[config.mk]
export PLATFORM = sky130hd
export DESIGN_NAME = bcd_conv_ctrl
export DESIGN_NICKNAME = d
export VERILOG_FILES = /design/src/rtl/bcd_pkg.sv /design/src/rtl/bcd_digit_adj.sv /design/src/rtl/bcd_conv_ctrl.sv
export SDC_FILE = /design/constraint.sdc
export NUM_CORES = 1
export LEC_CHECK = 0
export BUFFER_PORTS_ARGS = -buffer_cell sky130_fd_sc_hd__buf_2
export CAP_MARGIN = 40
export CORE_AREA = 2 2 82 91
export CTS_CLUSTER_DIAMETER = 120
export DETAILED_ROUTE_END_ITERATION = 12
export DIE_AREA = 0 0 84 93
export PLACE_DENSITY = 0.69
export SLEW_MARGIN = 10
export SYNTH_ARGS = -nofsm -noshare
export SYNTH_HDL_FRONTEND = slang
export SYNTH_SLANG_ARGS = --single-unit
[constraint.sdc]
create_clock -name clk -period 1.95 [get_ports clk]
set_input_delay 0.2925 -clock clk [delete_from_list [all_inputs] [get_ports clk]]
set_output_delay 0.2925 -clock clk [all_outputs]
set_load 0.05 [all_outputs]
[src/rtl/bcd_pkg.sv]
// bcd_pkg: shared definitions for the sequenced binary-to-BCD converter.
//   bcd_state_e     - controller state encoding (IDLE/SHIFT/DONE)
//   BCD_ADJ_THRESH  - a digit at or above this gets the add-3 correction
//   BCD_ADJ_ADD     - the correction amount
//   cnt_width()     - width of an iteration counter able to hold WIDTH
package bcd_pkg;

   typedef enum logic [1:0] {
      IDLE  = 2'd0,
      SHIFT = 2'd1,
      DONE  = 2'd2
   } bcd_state_e;

   localparam logic [3:0] BCD_ADJ_THRESH = 4'd5;
   localparam logic [3:0] BCD_ADJ_ADD    = 4'd3;

   function automatic int cnt_width(input int width);
      return $clog2(width + 1);
   endfunction

endpackage

[src/rtl/bcd_digit_adj.sv]
// bcd_digit_adj: double-dabble digit correction, purely combinational.
//   din  - one BCD digit before the shift
//   dout - din+3 when din>=5, else din (max result is 12, no wrap)
module bcd_digit_adj
   import bcd_pkg::*;
(
   input  logic [3:0] din,
   output logic [3:0] dout
);

   assign dout = (din >= BCD_ADJ_THRESH) ? din + BCD_ADJ_ADD : din;

endmodule

[src/rtl/bcd_conv_ctrl.sv]
// bcd_conv_ctrl: sequenced binary-to-BCD converter, one shift-and-add-3
// iteration per clock.
//   clk, rst_n          - clock (rising edge), asynchronous active-low reset
//   in_valid/in_ready   - operand handshake, bin is taken in IDLE only
//   bin                 - unsigned operand
//   out_valid/out_ready - result handshake, result held until taken
//   bcd                 - DIGITS packed BCD digits, digit 0 is the units
//   ovf                 - operand did not fit in DIGITS digits
//   busy                - conversion in progress
//   blank               - leading-zero blanking flags (BCD_CONV_LZB_EN only)
// Optional feature macro: BCD_CONV_LZB_EN adds the blank output.
module bcd_conv_ctrl
   import bcd_pkg::*;
#(
   parameter int WIDTH  = 16,
   parameter int DIGITS = 5
) (
   input  logic                  clk,
   input  logic                  rst_n,
   input  logic                  in_valid,
   output logic                  in_ready,
   input  logic [WIDTH-1:0]      bin,
   output logic                  out_valid,
   input  logic                  out_ready,
   output logic [4*DIGITS-1:0]   bcd,
   output logic                  ovf,
`ifdef BCD_CONV_LZB_EN
   output logic [DIGITS-1:0]     blank,
`endif
   output logic                  busy
);

   localparam int AW = 4 * DIGITS;
   localparam int CW = cnt_width(WIDTH);
   localparam logic [CW-1:0] CNT_INIT = CW'(WIDTH);
   localparam logic [CW-1:0] CNT_ONE  = CW'(1);

   bcd_state_e state_q, state_d;

   logic [WIDTH-1:0] shreg_q;
   logic [AW-1:0]    acc_q, acc_adj, acc_nxt;
   logic [CW-1:0]    cnt_q;
   logic             accept, shout, last;

   // all digits corrected in parallel before the shift
   for (genvar g = 0; g < DIGITS; g++) begin : g_adj
      bcd_digit_adj u_adj (
         .din  (acc_q[4*g +: 4]),
         .dout (acc_adj[4*g +: 4])
      );
   end

   // {acc, shreg} << 1; the bit leaving the acc MSB marks overflow
   assign acc_nxt = {acc_adj[AW-2:0], shreg_q[WIDTH-1]};
   assign shout   = acc_adj[AW-1];
   assign accept  = in_valid & in_ready;
   assign last    = (cnt_q == CNT_ONE);

   always_ff @(posedge clk or negedge rst_n) begin
      if (!rst_n) state_q <= IDLE;
      else        state_q <= state_d;
   end

   always_comb begin
      state_d   = state_q;
      in_ready  = 1'b0;
      busy      = 1'b0;
      out_valid = 1'b0;
      case (state_q)
         IDLE: begin
            in_ready = 1'b1;
            if (in_valid) state_d = SHIFT;
         end
         SHIFT: begin
            busy = 1'b1;
            if (last) state_d = DONE;
         end
         DONE: begin
            out_valid = 1'b1;
            if (out_ready) state_d = IDLE;
         end
         default: state_d = IDLE;
      endcase
   end

`ifdef BCD_CONV_LZB_EN
   // blank[i]: digit i and everything above it are zero; units never blank
   logic [DIGITS-1:0] blank_nxt;
   logic              hz;

   always_comb begin
      blank_nxt = '0;
      hz        = 1'b1;
      for (int i = DIGITS - 1; i >= 1; i--) begin
         hz           = hz & (acc_nxt[4*i +: 4] == 4'd0);
         blank_nxt[i] = hz;
      end
   end

   always_ff @(posedge clk or negedge rst_n) begin
      if (!rst_n)                        blank <= {{(DIGITS-1){1'b1}}, 1'b0};
      else if (state_q == SHIFT && last) blank <= blank_nxt;
   end
`endif

   always_ff @(posedge clk or negedge rst_n) begin
      if (!rst_n) begin
         shreg_q <= '0;
         acc_q   <= '0;
         cnt_q   <= '0;
         bcd     <= '0;
         ovf     <= 1'b0;
      end else if (accept) begin
         shreg_q <= bin;
         acc_q   <= '0;
         cnt_q   <= CNT_INIT;
         ovf     <= 1'b0;
      end else if (state_q == SHIFT) begin
         shreg_q <= {shreg_q[WIDTH-2:0], 1'b0};
         acc_q   <= acc_nxt;
         cnt_q   <= cnt_q - CNT_ONE;
         ovf     <= ovf | shout;
         // bcd keeps the previous result until the final shift lands
         if (last) bcd <= acc_nxt;
      end
   end

endmodule

==> results.sh <==
export IMPL_status="finished clean"
export IMPL_num_io_pins=44
export IMPL_crit_arrival_ps=1460
export IMPL_layout_worst_path_cycle_share=0.899
export IMPL_fin_crit_ps=1750
export IMPL_place_inst=421
export IMPL_grt_pass1_wl_um=10600
export IMPL_synth_top_family_by_area="simple AND/OR/NAND/NOR gates"
export IMPL_drv_cap=0
export IMPL_dieArea_mm2=0.00781
export IMPL_gp_congestion=0.789
export IMPL_rows=32
export IMPL_cts_tree="done"
export IMPL_hold_class="primary input to register"
export IMPL_synth_top_area_share=0.530
export IMPL_synth_nets=331
export IMPL_synth_commonest_cells="nand2_1 (65), dfrtp_1 (64), o21ai_0 (36)"
export IMPL_slew_limit_headroom=0.481
export IMPL_grt_overflow=0
export IMPL_htree_levels=3
export IMPL_finalMaxSlewViolations=0
export IMPL_cts_inserted_buffers=9
export IMPL_area_growth_syn_to_layout_pct=17.1
export IMPL_startpoint_type="register"
export IMPL_diodes=0
export IMPL_synth_enable_flop_cells=0
export IMPL_synth_xor_area_share=0.0174
export IMPL_fillers=619
export IMPL_worst_pin_slew_ps=776
export IMPL_cp_slowest_cell="dfrtp_1"
export IMPL_synth_area_mm2=0.00302
export IMPL_wl_per_cell_um=13.8
export IMPL_clk_path_buf_depth=2
export IMPL_drt_iter0_drc=102
export IMPL_dieWidth_um=84
export IMPL_drt_pre_antenna_iters=4
export IMPL_start_util=0.437
export IMPL_worstPathRequired_ps=1660
export IMPL_syn_inst=299
export IMPL_antenna_found_initial=0
export IMPL_grt_start_max_net_pins=44
export IMPL_path_cells="nand2b_2 > inv_2 > buf_2"
export IMPL_nets=380
export IMPL_worst_ir_drop_vdd_mv=0.731
export IMPL_ys_warn_count=0
export IMPL_setup_tns_ps=0
export IMPL_vias=2280
export IMPL_vias_per_cell=5.22
export IMPL_multi_input_area_mm2=0.00129
export IMPL_yosysSeqAreaShare=0.530
export IMPL_post_cts_buffers=0
export IMPL_drtAntennaViolNets=0
export IMPL_clk_latency_ps=340
export IMPL_p_leak_nw=1.72
export IMPL_drc=0
export IMPL_ys_async_sr_fraction=1.00
export IMPL_core_area_mm2=0.00693
export IMPL_utilization=0.511
export IMPL_hold_viol_final=0
export IMPL_crit_path_end_kind="output pin"
export IMPL_synth_compound_area_frac=0.147
export IMPL_syn_area_per_cell_um2=10.1
export IMPL_die_h_um=93
export IMPL_track_usage=0.172
export IMPL_synth_cell_types=30
export IMPL_grt_pass1_vias=2345
export IMPL_power_density_mw_per_mm2=1860
export IMPL_hpwl_um=4090
export IMPL_path_class="register to output pin"
export IMPL_clock_sinks=64
export IMPL_setup_violations=0
export IMPL_synth_top_cell_by_area="dfrtp_1"
export IMPL_finalNonFillerCells=437
export IMPL_clkTransAtPathRegs_ps=70
export IMPL_port_buffers=43
export IMPL_fmax_mhz=570
export IMPL_finalClockSkew_ps=3.97
export IMPL_synthSimpleGateAreaFrac=0.172
export IMPL_synth_ff_type="dfrtp_1"
export IMPL_layout_area_seq_mm2=0.00160
export IMPL_synth_adder_area_share=0.0496
export IMPL_synthMuxAreaShare=0.0422
export IMPL_path_max_fanout=5
export IMPL_power_mw=6.59
export IMPL_cp_slowest_stage_delay_ps=440
export IMPL_clockRootBuffer="clkbuf_8"
export IMPL_routed_wl_um=6030
export IMPL_rsz0062_at_grt="no"
export IMPL_synth_most_common_cell="nand2_1"
export IMPL_synthTopCellsByArea="dfrtp_1 (53%), nand2_1 (8.1%), o21ai_0 (6.0%)"
export IMPL_drive_gt1_frac=0.230
export IMPL_ys_ff_latch=64
flip-flops by register name, summed over array words and instances, names as in the netlist:
| register | cells |
|---|---|
| acc_q | 20 |
| bcd | 20 |
| cnt_q | 5 |
| ovf | 1 |
| shreg_q | 16 |
| state_q | 2 |
report_power, final:
group	switching [mW]	internal (mW)	total (mW)	leakage, nW
Clock	0.489	0.684	1.17	0.108
Sequential	0.460	1.90	2.36	0.809
Combinational	1.94	1.12	3.06	0.803
Total	2.89	3.71	6.59	1.72
cell families (layout without fill, tap and decap cells):
kind of cell	count (synthesis)	after routing
adder cells (fa/ha/maj)	12	12
flip-flops	64	64
AND/OR/NAND/NOR	103	103
XOR/XNOR	6	6
AO/OA/AOI/OAI	77	77
buffers and inverters	26	79
multiplexers	11	11
cell type report:
class                   instances  area share
clock buffers                  12      0.0466
flip-flops and latches         64       0.452
clock inverters                 3      0.0113
well taps                      85      0.0300
repair buffers                 50      0.0798
multi-input cells             209       0.365
inverters                      14      0.0148
stage by stage:
step,area (µm²),setup slack [ps],hold WS (ps)
2_1_floorplan,3020,244,-3.09
3_3_place_gp,3330,306,298
3_5_place_dp,3330,230,311
4_1_cts,3540,176,141
5_1_grt,3540,44.6,162
6_report,3540,197,156
worst max-delay path: cells and delay by family, from the launching register on:
family	cells	cell delay, ps
simple gates	1	230
buf+inv	2	450
flops	1	440
worst paths after layout:
| kind | start | end | slack (ps) | depth (start not counted) |
|---|---|---|---|---|
| max | state_q[1] | busy | 200 | 3 |
| min | out_ready | state_q[1] | 160 | 2 |
| max reg2reg | acc_q[16] | bcd[18] | 220 | 6 |
| min reg2reg | bcd[15] | bcd[15] | 470 | 2 |
| max in group asynchronous | rst_n | bcd[14] | 860 | 3 |
| min in group asynchronous | rst_n | shreg_q[2] | 470 | 2 |
layout by cell type, fill, tap and decap left out, types with 8 or more instances in the layout:
master / netlist / routed
nand2_1: 65 / 65
a21oi_1: 15 / 15
ha_1: 12 / 12
mux2_2: 10 / 10
o21ai_0: 36 / 36
buf_2: 6 / 43
clkbuf_8: 0 / 12
nor3b_1: 10 / 10
dfrtp_1: 64 / 64
a22oi_1: 15 / 15
nand3_1: 8 / 8
inv_1: 13 / 13
layer usage:
metal,share of wire,global-route usage
met1,0.44,0.199
met2,0.48,0.293
met3,0.048,0.0388
met4,0.028,0.0995
met5,0,0
repair_timing:
| action | 4_1_cts | 5_1_grt |
|---|---|---|
| endpoints found under the hold margin | 21 | 0 |
| resized for setup | 0 | 0 |
| hold buffers | 1 | 0 |
No activity file was read; power rests on OpenSTA's default activity.
